==> config.mk <==
export PLATFORM = sky130hd
export DESIGN_NAME = ddr3_rd_arbiter
export DESIGN_NICKNAME = d
export VERILOG_FILES = /design/src/rtl/ddr3_pkg.sv /design/src/rtl/ddr3_rr_pick.sv /design/src/rtl/ddr3_rd_arbiter.sv
export SDC_FILE = /design/constraint.sdc
export NUM_CORES = 1
export LEC_CHECK = 0
export ABC_AREA = 1
export BUFFER_PORTS_ARGS = -buffer_cell sky130_fd_sc_hd__clkbuf_2
export CAP_MARGIN = 10
export CORE_MARGIN = 5
export CORE_UTILIZATION = 48
export DETAILED_ROUTE_END_ITERATION = 7
export PLACE_DENSITY_LB_ADDON = 0.12
export SKIP_CTS_REPAIR_TIMING = 1
export SKIP_LAST_GASP = 1
export SLEW_MARGIN = 15
export SYNTH_ARGS = -nofsm -noshare
export SYNTH_HDL_FRONTEND = slang
export SYNTH_SLANG_ARGS = --single-unit
==> constraint.sdc <==
create_clock -name clk -period 3.7 [get_ports clk]
set_input_delay 0.37 -clock clk [delete_from_list [all_inputs] [get_ports clk]]
set_output_delay 0.37 -clock clk [all_outputs]
set_load 0.01 [all_outputs]
==> src/rtl/ddr3_pkg.sv <==
// ddr3_pkg: widths, arbiter states and defaults shared by the DDR3 read arbiter.
package ddr3_pkg;
   localparam int DDR3_ADDR_W         = 23;
   localparam int DDR3_BURST_W        = 24;
   localparam int DDR3_RD_TIMEOUT_DEF = 1 << 20;
   typedef enum logic [1:0] {ST_IDLE, ST_LOAD, ST_READ, ST_WAIT_CLR} arb_state_t;
   function automatic logic [2:0] oh2idx(input logic [7:0] oh);
      logic [2:0] idx = '0;
      for (int i = 0; i < 8; i++) idx = idx | (oh[i] ? 3'(i) : 3'd0);
      return idx;
   endfunction
endpackage

==> src/rtl/ddr3_rr_pick.sv <==
// ddr3_rr_pick: combinational round-robin winner, searching upward from last_grant+1 with wrap.
module ddr3_rr_pick #(
   parameter int NREQ = 2,
   parameter int LGW  = 1
) (
   input  logic [NREQ-1:0] i_req_enable,
   input  logic [LGW-1:0]  i_last_grant,
   output logic [NREQ-1:0] o_win,
   output logic            o_valid
);
   always_comb begin
      o_win = '0;
      // walk from farthest to nearest so the nearest requester overwrites
      for (int i = NREQ; i >= 1; i--) begin
         automatic logic [LGW-1:0] idx = LGW'((int'(i_last_grant) + i) % NREQ);
         if (i_req_enable[idx]) begin
            o_win = '0;
            o_win[idx] = 1'b1;
         end
      end
   end
   assign o_valid = |i_req_enable;
endmodule

==> src/rtl/ddr3_rd_arbiter.sv <==
// ddr3_rd_arbiter: round-robin sharing of the DDR3 read engine among NREQ command machines.
// Define DDR3_RD_TIMEOUT_EN to add a watchdog that aborts a read after TIMEOUT_CYCLES.
module ddr3_rd_arbiter
   import ddr3_pkg::*;
#(
   parameter int NREQ           = 2,
   parameter int TIMEOUT_CYCLES = DDR3_RD_TIMEOUT_DEF
) (
   input  logic                              clk,
   input  logic                              reset,
   input  logic [NREQ-1:0]                   req_enable,
   input  logic [NREQ-1:0][DDR3_ADDR_W-1:0]  req_start_addr,
   input  logic [NREQ-1:0][DDR3_BURST_W-1:0] req_burst_cnt,
   output logic [NREQ-1:0]                   req_grant,
   output logic [NREQ-1:0]                   req_done,
   output logic [NREQ-1:0]                   req_error,
   output logic [DDR3_ADDR_W-1:0]            ddr3_rd_start_addr,
   output logic [DDR3_BURST_W-1:0]           ddr3_rd_burst_cnt,
   output logic                              enable_reading,
   input  logic                              reading_done,
   output logic                              busy
);
   localparam int LGW = $clog2(NREQ);
   if (NREQ < 2 || NREQ > 8 || TIMEOUT_CYCLES < 1) begin : g_bad_param
      $error("ddr3_rd_arbiter: NREQ must be 2..8 and TIMEOUT_CYCLES positive");
   end
   arb_state_t             r_state, w_state_nxt;
   logic [LGW-1:0]         r_last_grant, w_last_nxt, w_idx;
   logic [NREQ-1:0]        w_win, w_grant_nxt, w_done_nxt;
   logic                   w_valid, w_en_nxt, w_wd_hit, r_sync1, reading_done_sync2;
   logic [DDR3_ADDR_W-1:0] w_addr_nxt;
   logic [DDR3_BURST_W-1:0] w_burst_nxt;
   ddr3_rr_pick #(.NREQ(NREQ), .LGW(LGW)) u_pick (
      .i_req_enable(req_enable),
      .i_last_grant(r_last_grant),
      .o_win       (w_win),
      .o_valid     (w_valid)
   );
   assign w_idx = LGW'(oh2idx(8'(w_win)));
   assign busy  = r_state != ST_IDLE;
   always_comb begin
      w_state_nxt = r_state;
      w_last_nxt  = r_last_grant;
      w_grant_nxt = req_grant;
      w_addr_nxt  = ddr3_rd_start_addr;
      w_burst_nxt = ddr3_rd_burst_cnt;
      w_en_nxt    = enable_reading;
      w_done_nxt  = '0;
      case (r_state)
         ST_IDLE: if (w_valid) begin
            w_grant_nxt = w_win;
            w_addr_nxt  = req_start_addr[w_idx];
            w_burst_nxt = req_burst_cnt[w_idx];
            w_last_nxt  = w_idx;
            w_state_nxt = ST_LOAD;
         end
         ST_LOAD: begin
            w_en_nxt    = ddr3_rd_burst_cnt != '0;
            w_done_nxt  = w_en_nxt ? '0 : req_grant;
            w_state_nxt = w_en_nxt ? ST_READ : ST_WAIT_CLR;
         end
         ST_READ: if (reading_done_sync2 || w_wd_hit) begin
            w_en_nxt    = 1'b0;
            w_done_nxt  = req_grant;
            w_state_nxt = ST_WAIT_CLR;
         end
         // a done flag still high from the last read must not finish the next one
         ST_WAIT_CLR: if (!reading_done_sync2 && !(|(req_enable & req_grant))) begin
            w_grant_nxt = '0;
            w_state_nxt = ST_IDLE;
         end
         default: w_state_nxt = ST_IDLE;
      endcase
   end
   always_ff @(posedge clk) begin
      if (reset) begin
         r_state            <= ST_IDLE;
         r_last_grant       <= LGW'(NREQ - 1);
         req_grant          <= '0;
         req_done           <= '0;
         ddr3_rd_start_addr <= '0;
         ddr3_rd_burst_cnt  <= '0;
         enable_reading     <= 1'b0;
         r_sync1            <= 1'b0;
         reading_done_sync2 <= 1'b0;
      end else begin
         r_state            <= w_state_nxt;
         r_last_grant       <= w_last_nxt;
         req_grant          <= w_grant_nxt;
         req_done           <= w_done_nxt;
         ddr3_rd_start_addr <= w_addr_nxt;
         ddr3_rd_burst_cnt  <= w_burst_nxt;
         enable_reading     <= w_en_nxt;
         r_sync1            <= reading_done;
         reading_done_sync2 <= r_sync1;
      end
   end
`ifdef DDR3_RD_TIMEOUT_EN
   localparam int WDW = ($clog2(TIMEOUT_CYCLES + 1) > 21) ? $clog2(TIMEOUT_CYCLES + 1) : 21;
   logic [WDW-1:0] r_wd;
   assign w_wd_hit = (r_state == ST_READ) && (r_wd == WDW'(TIMEOUT_CYCLES - 1));
   always_ff @(posedge clk) begin
      if (reset) begin
         r_wd      <= '0;
         req_error <= '0;
      end else begin
         r_wd      <= (r_state == ST_READ) ? r_wd + 1'b1 : '0;
         req_error <= (w_wd_hit && !reading_done_sync2) ? req_grant : '0;
      end
   end
`else
   assign w_wd_hit  = 1'b0;
   assign req_error = '0;
`endif
endmodule

==> results.toml, run 1 <==
[run_status]
status = "finished clean"

[worst_setup_path]
worstSetupStartpointType = "flop"
cp_max_fo = 63
critPathRequiredTime_ns = 3.91
worstPathArrival_ns = 2.07
criticalPathCategory = "reg2reg"
end_kind = "flop"

[logic_synthesis]
yosysSeqAreaShare_pct = 41.6
ys_ff_latch = 57
syn_area_sq_um = 2740
synth.largest_area_cell = "dfxtp_1"
ys_types = 23
ys_warn_count = 0
synthTopCellsByArea = "dfxtp_1 (42%), nand2_1 (13%), o211ai_1 (8.5%)"
synth_top_area_share_pct = 41.6
syn-instance-count = 404
synth.avg_cell_area_sq_um = 6.79

[timing]
setup_viol = 0
drv_slew = 0
tightest_slew_ns = 0.629
rsz0062_at_grt = "false"
fmaxAchievable_mhz = 536
whs_ns = 0.247
fin_crit_ns = 1.87
finClkSkew_ns = 0.00940
fin_tns_setup_ns = 0
hold_violations = 0
relSlewSlack_pct = 58.0
post-route-period-util_pct = 50.4

[floorplanning]
dieHeight_um = 85.6
io_pins = 154
start_util_pct = 49.5
fp.dieArea_sq_um = 7330
core-area_sq_um = 5540
rows = 27
chipWidth_um = 85.6

[hold_path]
hold_class = "in2reg"

[global_routing]
grt_max_degree = 64
grt-ovfl-total = 0
antenna_found_initial = 0
grt_first_pass_wirelength_um = 12500
grt_usage_pct = 21.0
grt_pass1_vias = 2864

[cts]
root_buffer = "clkbuf_8"
worstSkewPairLatency_ns = 0.32
cts_tree = "yes"
htree_levels = 3
cts-buffers-inserted = 9
clock_path_buffers = 2
cts.clk_slew.worst_paths_ns = 0.06
cts_num_sinks = 57

[final_layout]
layout_common_cells = "clkbuf_2 (151), nand2_1 (98), dfxtp_1 (57)"
stdcell_count = 621
drive_above_1_share_pct = 31.7
final_area_sq_um = 3710
area_growth_pct = 35.3
nNetsFinal = 647
final_common_cell = "clkbuf_2"
num_antenna_cells = 0

[route]
wl_um = 7400
vias = 2965
drc = 0
dr.pass1.iters = 4
ant_nets = 0
routed_via_density = 4.77
drt_iter0_markers = 100
wl_per_cell_um = 11.9

[power_and_ir_drop]
leakage_nw = 2.07
finalPower_mw = 2.65
powerDensity_nw_per_um2 = 715
peakVddDrop_mv = 0.393

[job]
cap_viol_max_count = 0

[placed_design]
dp.cells = 605
dp_hpwl_um = 5630
post_dp_cell_area_sq_um = 3510
gp_congestion = 0.832
port_buffers = 151
[final cells by class]
class	instances	area (sq um)
fill	510	1830
multi-input combinational	273	1310
sequential	57	1140
inverter	48	180
clock inverter	2	35.0
timing repair buffer	155	786
clock buffer	14	173
tap	72	90.1
[sequential cells by signal (all words and copies together) (netlist names)]
register / cells
ddr3_rd_burst_cnt: 24
ddr3_rd_start_addr: 23
r_state: 2
req_done: 2
req_grant: 2
enable_reading: 1
r_last_grant: 1
r_sync1: 1
reading_done_sync2: 1
[power breakdown]
| part | internal (mW) | switching [mW] | total (mW) |
|---|---|---|---|
| Sequential | 0.808 | 0.137 | 0.944 |
| Clock | 0.366 | 0.221 | 0.587 |
| Combinational | 0.437 | 0.687 | 1.12 |
[cell usage after synthesis]
cell      instances
nor3_1            2
buf_2             7
clkbuf_1         15
inv_1            44
nand3_1          35
a21oi_1          21
inv_2             3
o21a_1            1
dfxtp_1          57
o31ai_1           1
a21oi_4           1
buf_1             1
buf_4             4
conb_1            1
o211ai_1         31
ha_1              4
clkinv_1          1
nand2_1          98
o21ai_1          14
o21ai_0           6
nor2_1           55
nand4_1           1
a21oi_2           1
[through the flow]
stage	setup WS [ns]	util [%]
floorplan	2.16	-
global placement	1.79	63.3
detailed placement	1.74	63.3
CTS	1.84	67.0
global route	1.65	67.0
finish	1.83	67.0
[worst paths after layout]
path | slack, ns | to | from | cells past startpoint
setup reg to reg | 1.83 | ddr3_rd_burst_cnt[8] | r_state[0] | 8
hold / removal | 0.25 | r_sync1 | reading_done | 3
hold reg to reg | 0.41 | reading_done_sync2 | r_sync1 | 2
setup / recovery | 1.83 | ddr3_rd_burst_cnt[8] | r_state[0] | 8
[critical path, stage by stage, from the launching register on]
cell	delay, ns
dfxtp_1	0.35
inv_1	0.10
ha_1	0.19
inv_1	0.11
a21oi_4	0.14
buf_4	0.49
nand3_1	0.16
o211ai_1	0.12
inv_1	0.06
[cells by family (layout without fill, tap and decap cells)]
logic type / Yosys count / after routing / share of synthesized area, %
buffers and inverters: 75 / 219 / 11.1
AND/OR/NAND/NOR: 191 / 191 / 27.9
other: 1 / 2 / 0.137
AO/OA/AOI/OAI: 76 / 76 / 17.4
flip-flops: 57 / 57 / 41.6
adder cells (fa/ha/maj): 4 / 4 / 1.82
[metal layers]
metal	wire length [um]	vias to the layer above	GRT usage [%]
li1	-	1575	-
met1	3210	1264	25.4
met2	3400	117	35.9
met3	683	9	5.00
met4	108	0	8.06
met5	0	-	0
No activity file was read; power rests on OpenSTA's default activity.
==> inputs of run 2 (changes only) <==
--- a/config.mk
+++ b/config.mk
@@ -9,7 +9,7 @@
 export BUFFER_PORTS_ARGS = -buffer_cell sky130_fd_sc_hd__clkbuf_2
 export CAP_MARGIN = 10
 export CORE_MARGIN = 5
-export CORE_UTILIZATION = 48
+export CORE_UTILIZATION = 40
 export DETAILED_ROUTE_END_ITERATION = 7
 export PLACE_DENSITY_LB_ADDON = 0.12
 export SKIP_CTS_REPAIR_TIMING = 1
==> constraint.sdc (replaced) <==
create_clock -name clk -period 1.6 [get_ports clk]
set_input_delay 0.16 -clock clk [delete_from_list [all_inputs] [get_ports clk]]
set_output_delay 0.16 -clock clk [all_outputs]
set_load 0.01 [all_outputs]
==> run 2 against run 1 <==
Compared with the run above:
- final cell count is 2.9% higher
- wire length is 8.7% higher
- first-iteration DRC count is 25% higher
- register-to-register slack worse by 1.7 ns
- combinational power grew to 2.7 times the previous value
- clock skew is 0.0022 ns lower
- global-route usage is 1.8 points lower
- maximum frequency is 24% higher
==> results.toml, run 2 (same netlist as run 1, synthesis figures left out) <==
[cts]
clock_path_buffers = 2
cts_num_sinks = 57
cts-buffers-inserted = 9
htree_levels = 3
worstSkewPairLatency_ns = 0.32
cts_tree = "yes"
root_buffer = "clkbuf_8"
cts.clk_slew.worst_paths_ns = 0.06

[timing]
post-route-period-util_pct = 94.0
whs_ns = 0.0284
setup_viol = 0
drv_slew = 0
finClkSkew_ns = 0.00722
postLayoutSetupSlackWorst_ns = 0.0967
rsz0062_at_grt = "true"
fin_tns_setup_ns = 0
fin_crit_ns = 1.50
fmaxAchievable_mhz = 665
hold_violations = 0

[worst_setup_path]
end_kind = "flop"
critPathBufInv = 4
crit_chain = "inv_2 > ha_2 > inv_2 > a21oi_4 > clkinv_4 > buf_4 > nor2_2 > o21ai_1 > a21oi_1"
worst_path_max_delay_cell = "dfxtp_2"
critPathRequiredTime_ns = 1.85
path_common_cell = "inv_2"
cp_top_family = "buffers and inverters"
criticalPathCategory = "reg2reg"
slowest_delay_ns = 0.34
cp_max_fo = 7
worstPathArrival_ns = 1.75
worstSetupStartpointType = "flop"

[final_layout]
nFillCells = 698
largest_register_ffs = 24
stdcell_count = 639
layout_common_cells = "clkbuf_2 (151), nand2_1 (98), dfxtp_1 (55)"
multiInputGateArea_sq_um = 1320
final_area_sq_um = 3850
nNetsFinal = 660
largestRegisters = "ddr3_rd_burst_cnt: 24 flops, ddr3_rd_start_addr: 23 flops"
drive_above_1_share_pct = 34.5
regArea_sq_um = 1140
largest_register = "ddr3_rd_burst_cnt"
area_growth_pct = 40.4
final_common_cell = "clkbuf_2"
num_antenna_cells = 0

[placed_design]
dp_hpwl_um = 6130
dp.cells = 622
gp_congestion = 0.820
port_buffers = 151
pre_cts_ws_ns = 0.0309
post_dp_cell_area_sq_um = 3610

[route]
dr.pass1.iters = 4
routed_via_density = 4.82
drt_iter0_markers = 125
wl_um = 8040
ant_nets = 0
wl_per_cell_um = 12.6
drc = 0
vias = 3078

[floorplanning]
fp.dieArea_sq_um = 8620
start_util_pct = 40.8
dieHeight_um = 92.8
core-area_sq_um = 6720
chipWidth_um = 92.8
io_pins = 154
rows = 30

[global_routing]
use_met2_pct = 33.2
grt_pass1_vias = 3041
grt-ovfl-total = 0
gr-usage-met3_pct = 4.96
grt_first_pass_wirelength_um = 13400
grt_max_degree = 49
grt_usage_pct = 19.1
gr-max-usage-layer = "met2"
globalRouteMet1Util_pct = 22.0
antenna_found_initial = 0

[run_status]
status = "finished clean"

[job]
cap_viol_max_count = 0

[power_and_ir_drop]
leakage_nw = 2.13
powerDensity_nw_per_um2 = 1650
peakVddDrop_mv = 0.651

[hold_path]
hold_class = "in2reg"
## run 2: changes by cell type in the layout (fill, tap and decap cells not counted), sizes merged
cell,previous run,this run
buf,4,16
bufinv,1,0
inv,47,46
## run 2: worst register-to-register path, stage by stage, from the launching register on
cell	delay (ns)
dfxtp_2	0.34
inv_2	0.06
ha_2	0.18
inv_2	0.05
a21oi_4	0.20
clkinv_4	0.13
buf_4	0.18
nor2_2	0.10
o21ai_1	0.07
a21oi_1	0.14
## run 2: final cells by class
type	count	share of cell area [%]
multi-input combinational	273	34.2
tap	80	2.60
sequential	57	29.7
inverter	48	4.81
timing repair buffer	168	24.3
clock buffer	13	4.39
## run 2: worst paths after layout
kind / slack [ns] / from / end / depth (start not counted)
setup / recovery: 0.1 / r_state[1] / ddr3_rd_start_addr[11] / 9
hold reg to reg: 0.42 / r_sync1 / reading_done_sync2 / 2
hold / removal: 0.03 / reading_done / r_sync1 / 3
setup reg to reg: 0.1 / r_state[1] / ddr3_rd_start_addr[11] / 9
## run 2: per-stage QoR
step | utilization, % | power [mW]
3_3_place_gp | 53.7 | 4.97
6_report | 57.3 | 6.36
2_1_floorplan | - | 3.96
3_5_place_dp | 53.7 | 5.04
4_1_cts | 56.2 | 6.22
5_1_grt | 57.3 | 6.96
## run 2: report_power, final
part | leakage, nW | internal (mW) | total (mW) | switching (mW)
registers | 0.473 | 1.87 | 2.17 | 0.298
clock network | 0.0875 | 0.664 | 1.16 | 0.496
logic | 1.57 | 1.33 | 3.03 | 1.70
## run 2: metal layers
layer,vias up,part of all wire (%)
met4,0,2.0
met2,119,47
li1,1598,-
met5,-,0
met1,1346,42
met3,15,8.6
==> inputs of run 3 (changes only) <==
--- a/config.mk
+++ b/config.mk
@@ -8,8 +8,10 @@
 export ABC_AREA = 1
 export BUFFER_PORTS_ARGS = -buffer_cell sky130_fd_sc_hd__clkbuf_2
 export CAP_MARGIN = 10
+export CELL_PAD_IN_SITES_DETAIL_PLACEMENT = 1
+export CELL_PAD_IN_SITES_GLOBAL_PLACEMENT = 2
 export CORE_MARGIN = 5
-export CORE_UTILIZATION = 40
+export CORE_UTILIZATION = 20
 export DETAILED_ROUTE_END_ITERATION = 7
 export PLACE_DENSITY_LB_ADDON = 0.12
 export SKIP_CTS_REPAIR_TIMING = 1
==> run 3 against run 2 <==
Compared with the run above:
- critical path depth is the same
- power up 9.9%
- clock skew fell by 0.0027 ns
- wire length grew 29%
- register-to-register slack improved by 0.02 ns
- final cell count grew 15%
- combinational power about the same
- maximum frequency grew 1.6%
- critical path type unchanged
==> results.toml, run 3 (same netlist as run 1, synthesis figures left out) <==
[cts]
cts_num_sinks = 57
htree_levels = 3
cts-buffers-inserted = 9
worstSkewPairLatency_ns = 0.32
cts.clk_slew.worst_paths_ns = 0.05
clock_path_buffers = 2
root_buffer = "clkbuf_16"
cts_tree = "yes"

[floorplanning]
fp.dieArea_sq_um = 16200
rows = 42
io_pins = 154
chipWidth_um = 127
core-area_sq_um = 13300
dieHeight_um = 127
start_util_pct = 20.6

[route]
vias = 3099
routed_via_density = 4.22
dr.pass1.iters = 4
drc = 0
wl_per_cell_um = 14.1
wl_um = 10300
drt_iter0_markers = 135
ant_nets = 0

[timing]
drv_slew = 0
finClkSkew_ns = 0.00455
hold_violations = 0
fin_crit_ns = 1.48
setup_viol = 0
fmaxAchievable_mhz = 676
post-route-period-util_pct = 92.4

[worst_setup_path]
worstPathArrival_ns = 1.69
critPathBufInv = 5
path_common_cell = "inv_1"
end_kind = "flop"
cp_top_family = "buffers and inverters"
critPathRequiredTime_ns = 1.82
crit_chain = "inv_2 > ha_4 > inv_1 > a21oi_4 > buf_4 > buf_12 > nand3_1 > o211ai_1 > inv_1"
startpoint = "r_state[1]"
criticalPathCategory = "reg2reg"
worstSetupStartpointType = "flop"
cp_max_fo = 27
r2r-start = "r_state[1]"
slowest_delay_ns = 0.33
worst_path_max_delay_cell = "dfxtp_1"

[job]
cap_viol_max_count = 0

[final_layout]
largest_register_ffs = 24
final_common_cell = "clkbuf_2"
final_area_sq_um = 4040
nNetsFinal = 656
largestRegisters = "ddr3_rd_burst_cnt: 24 flops, ddr3_rd_start_addr: 23 flops"
layout_common_cells = "clkbuf_2 (151), nand2_1 (98), dfxtp_1 (56)"
drive_above_1_share_pct = 33.5
stdcell_count = 734
area_growth_pct = 47.3
num_antenna_cells = 0
largest_register = "ddr3_rd_burst_cnt"

[power_and_ir_drop]
leakage_nw = 2.16
powerDensity_nw_per_um2 = 1730
peakVddDrop_mv = 0.442
p_switching_mw = 2.73
power.internal_mw = 4.26
finalPower_mw = 6.99
p_clk_share_pct = 25.4
p_seq_share_pct = 31.3
comb_power_share_pct = 43.3
swShare_pct = 39.0

[placed_design]
port_buffers = 151
post_dp_cell_area_sq_um = 3750
dp_hpwl_um = 7820
dp.cells = 717
gp_congestion = 0.728

[hold_path]
hold_class = "in2reg"
min_from = "reading_done"

[global_routing]
grt_pass1_vias = 3306
grt_first_pass_wirelength_um = 16900
grt_usage_pct = 13.1
grt-ovfl-total = 0
grt_max_degree = 37
antenna_found_initial = 0

[run_status]
status = "finished clean"
[run 3: worst min-delay path, stage by stage]
cell	delay, ns
clkbuf_2	0.08
inv_1	0.04
nor2_1	0.03
[run 3: routing by layer]
metal  track usage (%)  wire [um]  vias to the layer above  part of all wire [%]
met3              4.63        854                       11                   8.3
met5                 0          0                        -                     0
met1              16.8       4700                     1393                    45
li1                  -          -                     1594                     -
met2              20.8       4660                      101                    45
met4              3.79        125                        0                   1.2
[run 3: through the flow]
step / worst slack (ns) / setup TNS (ns) / util (%) / hold WS [ns]
floorplan: 0.0597 / 0 / - / 0.267
global placement: 0.110 / 0 / 28.1 / 0.365
detailed placement: 0.0251 / 0 / 28.1 / 0.372
CTS: -0.0110 / -0.0122 / 30.1 / 0.0208
global route: -0.00281 / -0.00281 / 30.3 / 0.0434
finish: 0.121 / 0 / 30.3 / 0.0367
[run 3: final timing paths]
check                           to  slack [ns]  cells after the start
min reg2reg     reading_done_sync2        0.42                      2
max          ddr3_rd_burst_cnt[17]        0.12                      9
max reg2reg  ddr3_rd_burst_cnt[17]        0.12                      9
min                        r_sync1        0.04                      3
[run 3: cell type report]
class                   count  area (sq um)
flip-flops and latches     57          1140
inverters                  48           180
multi-input cells         273          1320
clock inverters             3          15.0
repair buffers            164           903
well taps                 176           220
fillers                  1735          9310
clock buffers              13           260
[run 3: power by group through the flow]
stage                     combinational, mW  clock (mW)  sequential, mW
after floorplan                        1.62           0            2.34
after global placement                 2.99           0            2.20
after detailed placement               3.05           0            2.21
after CTS                              3.06        1.87            2.19
after global routing                   3.47        1.92            2.26
final                                  3.03        1.78            2.18
